==> src/rtl/riscv_pkg.sv <==
// Shared core types: issue controller states and register-index widths.
package riscv_pkg;

  localparam int unsigned ISSUE_CNT_W = 2;
  localparam int unsigned REG_ADR_W   = 5;

  typedef enum logic [1:0] {
    RUN    = 2'd0,
    DRAIN  = 2'd1,
    SERIAL = 2'd2
  } issue_state_t;

endpackage

==> src/rtl/issue_ctrl_cnt.sv <==
// One scoreboard entry: saturating up/down in-flight write counter with clear.
module issue_ctrl_cnt #(
  parameter int unsigned CNT_W = 2
) (
  input  logic             clk,
  input  logic             reset,
  input  logic             i_inc,
  input  logic             i_dec,
  input  logic             i_clr,
  output logic [CNT_W-1:0] o_cnt,
  output logic             o_zero,
  output logic             o_max
);

  logic [CNT_W-1:0] r_cnt;
  logic             w_zero;
  logic             w_max;

  assign w_zero = (r_cnt == '0);
  assign w_max  = (r_cnt == '1);

  // Simultaneous inc and dec cancel; the ends of the range hold.
  always_ff @(posedge clk or posedge reset) begin
    if (reset) begin
      r_cnt <= '0;
    end else if (i_clr) begin
      r_cnt <= '0;
    end else if (i_inc && !i_dec && !w_max) begin
      r_cnt <= r_cnt + CNT_W'(1);
    end else if (i_dec && !i_inc && !w_zero) begin
      r_cnt <= r_cnt - CNT_W'(1);
    end
  end

  assign o_cnt  = r_cnt;
  assign o_zero = w_zero;
  assign o_max  = w_max;

endmodule

==> src/rtl/issue_ctrl.sv <==
// Issue gate with per-register in-flight scoreboard, RAW/WAW stalls and CSR serialisation.
// Optional: define ISSUE_CTRL_BYPASS_EN to waive RAW on a register retiring its last write.
module issue_ctrl
  import riscv_pkg::*;
#(
  parameter int unsigned NB_REG = 32,
  parameter int unsigned CNT_W  = ISSUE_CNT_W
) (
  input  logic                 clk,
  input  logic                 reset,
  input  logic                 dec_valid_i,
  output logic                 dec_ready_o,
  input  logic                 rs1_v_i,
  input  logic [REG_ADR_W-1:0] rs1_adr_i,
  input  logic                 rs2_v_i,
  input  logic [REG_ADR_W-1:0] rs2_adr_i,
  input  logic                 rd_v_i,
  input  logic [REG_ADR_W-1:0] rd_adr_i,
  input  logic                 csr_i,
  input  logic                 exe_ready_i,
  output logic                 issue_valid_o,
  input  logic                 wbk_v_i,
  input  logic [REG_ADR_W-1:0] wbk_adr_i,
  input  logic                 flush_i,
  output logic                 stall_o,
  output logic                 busy_o,
  output logic                 err_o
);

  issue_state_t     r_state;
  issue_state_t     w_state_nxt;
  logic             r_err;

  logic [NB_REG-1:0] w_zero;
  logic [NB_REG-1:0] w_max;
  logic [NB_REG-1:0] w_inc;
  logic [NB_REG-1:0] w_dec;
  logic [NB_REG-1:0] w_left;
  logic [CNT_W-1:0]  w_cnt [NB_REG];

  logic w_empty;
  logic w_empty_nxt;
  logic w_wbk;
  logic w_err_set;
  logic w_byp1;
  logic w_byp2;
  logic w_raw;
  logic w_sat;
  logic w_state_ok;
  logic w_issue;

  // x0 is hard-wired: never busy, never saturated.
  assign w_zero[0] = 1'b1;
  assign w_max[0]  = 1'b0;
  assign w_cnt[0]  = '0;

  for (genvar g = 1; g < NB_REG; g++) begin : g_cnt
    issue_ctrl_cnt #(
      .CNT_W (CNT_W)
    ) u_cnt (
      .clk    (clk),
      .reset  (reset),
      .i_inc  (w_inc[g]),
      .i_dec  (w_dec[g]),
      .i_clr  (flush_i),
      .o_cnt  (w_cnt[g]),
      .o_zero (w_zero[g]),
      .o_max  (w_max[g])
    );
  end

  assign w_empty   = &w_zero;
  assign w_wbk     = wbk_v_i & ~flush_i;
  assign w_err_set = w_wbk & (wbk_adr_i != '0) & w_zero[wbk_adr_i];

`ifdef ISSUE_CTRL_BYPASS_EN
  assign w_byp1 = w_wbk & (wbk_adr_i == rs1_adr_i) & (w_cnt[rs1_adr_i] == CNT_W'(1));
  assign w_byp2 = w_wbk & (wbk_adr_i == rs2_adr_i) & (w_cnt[rs2_adr_i] == CNT_W'(1));
`else
  assign w_byp1 = 1'b0;
  assign w_byp2 = 1'b0;
`endif

  assign w_raw = (rs1_v_i & ~w_zero[rs1_adr_i] & ~w_byp1)
               | (rs2_v_i & ~w_zero[rs2_adr_i] & ~w_byp2);
  assign w_sat = rd_v_i & w_max[rd_adr_i];

  // Which instructions the current state lets through.
  always_comb begin
    w_state_ok = 1'b0;
    case (r_state)
      RUN:     w_state_ok = ~csr_i | w_empty;
      DRAIN:   w_state_ok = csr_i & w_empty;
      default: w_state_ok = 1'b0;
    endcase
  end

  assign w_issue = ~reset & dec_valid_i & exe_ready_i & ~flush_i
                 & ~w_raw & ~w_sat & w_state_ok;

  // Per-register increment/decrement and "still busy after this edge".
  always_comb begin
    w_inc  = '0;
    w_dec  = '0;
    w_left = '0;
    for (int unsigned i = 1; i < NB_REG; i++) begin
      w_inc[i]  = w_issue & rd_v_i & (rd_adr_i == REG_ADR_W'(i));
      w_dec[i]  = w_wbk & (wbk_adr_i == REG_ADR_W'(i)) & ~w_zero[i];
      w_left[i] = ~w_zero[i] & ~(w_dec[i] & (w_cnt[i] == CNT_W'(1)));
    end
  end

  assign w_empty_nxt = ~|w_left;

  always_ff @(posedge clk or posedge reset) begin
    if (reset) begin
      r_state <= RUN;
      r_err   <= 1'b0;
    end else begin
      r_state <= w_state_nxt;
      r_err   <= r_err | w_err_set;
    end
  end

  // SERIAL holds until the scoreboard drains; no issue happens there.
  always_comb begin
    w_state_nxt = r_state;
    if (flush_i) begin
      w_state_nxt = RUN;
    end else begin
      case (r_state)
        RUN: begin
          if (w_issue && csr_i)            w_state_nxt = SERIAL;
          else if (dec_valid_i && csr_i)   w_state_nxt = DRAIN;
        end
        DRAIN: begin
          if (w_issue)                     w_state_nxt = SERIAL;
        end
        SERIAL: begin
          if (w_empty_nxt)                 w_state_nxt = RUN;
        end
        default:                           w_state_nxt = RUN;
      endcase
    end
  end

  assign issue_valid_o = w_issue;
  assign dec_ready_o   = w_issue;
  assign stall_o       = ~reset & dec_valid_i & ~w_issue;
  assign busy_o        = ~w_empty | (r_state != RUN);
  assign err_o         = r_err;

endmodule

==> config.mk <==
export PLATFORM = sky130hd
export DESIGN_NAME = issue_ctrl
export DESIGN_NICKNAME = d
export VERILOG_FILES = /design/src/rtl/riscv_pkg.sv /design/src/rtl/issue_ctrl_cnt.sv /design/src/rtl/issue_ctrl.sv
export SDC_FILE = /design/constraint.sdc
export NUM_CORES = 1
export LEC_CHECK = 0
export ABC_CLOCK_PERIOD_IN_PS = 5850
export CORE_MARGIN = 5
export CORE_UTILIZATION = 45
export DETAILED_ROUTE_END_ITERATION = 12
export GPL_ROUTABILITY_DRIVEN = 0
export GPL_TIMING_DRIVEN = 0
export PLACE_DENSITY = 0.68
export SETUP_SLACK_MARGIN = 0.5
export SKIP_LAST_GASP = 1
export SYNTH_ARGS = -nofsm -noshare
export SYNTH_HDL_FRONTEND = slang
export SYNTH_SLANG_ARGS = --single-unit
==> constraint.sdc <==
create_clock -name clk -period 5.85 [get_ports clk]
set_clock_uncertainty 0.15 [all_clocks]
set_input_delay 0.585 -clock clk [delete_from_list [all_inputs] [get_ports clk]]
set_output_delay 0.585 -clock clk [all_outputs]
set_load 0.005 [all_outputs]
==> metrics.txt <==
die area 19700 um2; initial drt markers about 800; top cell family by delay on the critical path simple AND/OR/NAND/NOR gates; RSZ-0062 raised after global routing no; Post-CTS Hold Buffers 0; die height approximately 140 um; final hold viol count 0; initial antenna violation count 1; CTS Root Buffer Type clkbuf_16; Worst Hold Slack between 0.3 and 0.4 ns; Fin Setup TNS 0 ns; post-synthesis cell type count between 60 and 70; buffer and inverter count on the worst path 3; Clock Latency Late Sink 0.35 ns; sw frac a little under a third; Vias 7094; Num CTS Buffers 9; fillers 1562; PD cells 152 nW/um2; Longest Clk Path Bufs 2; grt ovf 0; CTS tree done; HPWL after DPL just under 20000 um; Yosys warning count 0; total track usage between 20% and 30%; crit-path max FO 10; min Tclk post-route between 5 and 6 ns; # diodes 0; number of I/O pins 35; Syn Inst Count 851; Vias per Instance between 6 and 7; LEAKAGE ~0.0036 uW; Wirelength per Cell between 20 and 25 um; Crit Path Category input port to primary output; Pre-antenna DRT Iters 6; combinational share of power 23.7%; most frequent cells in the layout ha_1 (122), nor2_1 (79), inv_1 (67), dfrtp_1 (65), a21oi_1 (58); Internal Pwr Total 894 uW; Final Util between 50% and 60%; CP Cell Sequence clkdlybuf4s50_1 > nor4bb_1 > a22oi_1 > and3_1 > nor2b_1 > nand4bb_4 > clkbuf_1 > and3_1 > clkdlybuf4s50_1; top_reg_cell synth dfrtp_1; Slew HR around 30%; critical path data required time ~5 ns; VDD IR-drop max between 100 and 150 uV; fraction of layout instances using a drive strength above 1 8.05%; number of global-route vias before repair ~6.7k; post-CTS sizing 0; die width 140 um; asr flop ratio synth between 90% and 100%; Clk network pwr share between 40% and 50%; switching pwr roughly 400 uW; final setup margin between 0.7 and 0.8 ns; mean post-synth cell area 8.99 um2; net count after synthesis ~1.0k; top layer in use met5; Max Slew Vio Count 0; worst hold path class flip-flop to flip-flop; core region area about 17000 um2; sequential power share a little over a third; Sink Count 65; Max Freq slightly below 200 MHz; sequential area share after synthesis about a fifth; Slowest cell on crit path nor4bb_1; Post-CTS Setup Repair Bufs 0; commonest non-fill, non-tap cell in the layout ha_1; WL met3 around 3300 um; met1 WL ~10000 um; Crit. End Element primary output; WL met2 10900 um; Clock transition at path regs approximately 0.050 ns; Antenna Violating Nets Remaining 0; max cap viols 0; arrival time at the worst endpoint about 4.4 ns; Initial Util between 40 and 50%; WL final 25500 um; # port buffers 29; final setup fails 0; startpoint types input port; # DRC 0; H-tree depth 3; largest net degree at the start of global routing 52; num rows 47; final period utilization 87.9%; status complete, no violations; synthesized cell area roughly 7700 um2; Tightest Pin Transition ~1 ns; first-pass GRT wire length about 39000 um; Syn-to-layout area delta 11.3%; dpl ws approximately 0.60 ns; flops & latches, synth between 60 and 70; Layout Nets around 1.0k; Post-synth EDFFs 0; CP max stage delay a little over 0.9 ns
power groups by stage:
stage          clock network [uW]  registers (uW)  logic, uW
3_5_place_dp                    0             477        296
4_1_cts                       528             469        298
2_1_floorplan                   0             475        175
6_report                      520             470        307
5_1_grt                       545             471        327
3_3_place_gp                    0             477        292
worst paths after layout:
kind | depth (start not counted) | slack, ns | from | end
worst max register to register | 11 | 1.51 | g_cnt[30].u_cnt.o_cnt[1] | g_cnt[10].u_cnt.o_cnt[0]
worst min register to register | 1 | 0.33 | err_o | err_o
min in group asynchronous | 2 | 0.39 | reset | r_state[0]
worst min-delay path | 1 | 0.33 | err_o | err_o
worst max-delay path | 9 | 0.71 | rd_adr_i[3] | stall_o
max in group asynchronous | 3 | 4.61 | reset | g_cnt[1].u_cnt.o_cnt[1]
state kept, by name (all words and copies together), names as in the netlist:
name,flops
r_state,2
err_o,1
g_cnt.u_cnt.o_cnt,62
logic make-up after synthesis:
kind of cell	synth area share (%)
flip-flops	21.3
AO/OA/AOI/OAI	13.6
multiplexers	14.6
AND/OR/NAND/NOR	20.9
buffers and inverters	5.54
adder cells (fa/ha/maj)	20.5
XOR/XNOR	3.56
layer usage:
| layer | track usage [%] | up-vias |
|---|---|---|
| li1 | - | 3232 |
| met1 | 33.9 | 3360 |
| met2 | 38.5 | 421 |
| met3 | 9.20 | 79 |
| met4 | 9.94 | 2 |
| met5 | 0 | - |
per-stage QoR:
stage                     power [uW]  area [um2]  instances
final                           1300        8520       1114
after global routing            1340        8520       1114
after CTS                       1290        8520       1114
after detailed placement         773        8250       1101
after global placement           769        8220       1100
after floorplan                  650        7650        851
synth_stat cells, types with 7 or more instances:
| master | count | area share [%] |
|---|---|---|
| ha_1 | 122 | 20 |
| nor2_1 | 79 | 3.9 |
| inv_1 | 68 | 3.3 |
| dfrtp_1 | 65 | 21 |
| a21oi_1 | 58 | 3.8 |
| nor3_1 | 49 | 3.2 |
| mux2i_1 | 42 | 5.5 |
| nand2_1 | 35 | 1.7 |
| o21ai_0 | 29 | 1.9 |
| clkbuf_1 | 28 | 1.4 |
| mux4_2 | 25 | 7.4 |
| nand4_1 | 20 | 1.6 |
| nor4_1 | 20 | 1.6 |
| nand3_1 | 16 | 1.0 |
| a211oi_1 | 12 | 1.2 |
| mux2_2 | 12 | 1.8 |
| a311oi_1 | 10 | 1.1 |
| and3_1 | 10 | 0.82 |
| or3_1 | 10 | 0.82 |
| xnor3_1 | 9 | 2.6 |
| a31oi_1 | 8 | 0.65 |
| nor3b_1 | 8 | 0.78 |
| xnor2_1 | 7 | 0.80 |
cell type report:
class	count	area, um2	share of cell area (%)
Sequential cell	65	1630	19.1
Buffer	37	166	1.95
Tap cell	220	275	3.23
Multi-Input combinational cell	680	5600	65.8
Timing Repair Buffer	30	318	3.73
Clock buffer	13	270	3.17
Inverter	69	262	3.07
Power figures use the tool's default switching activity.
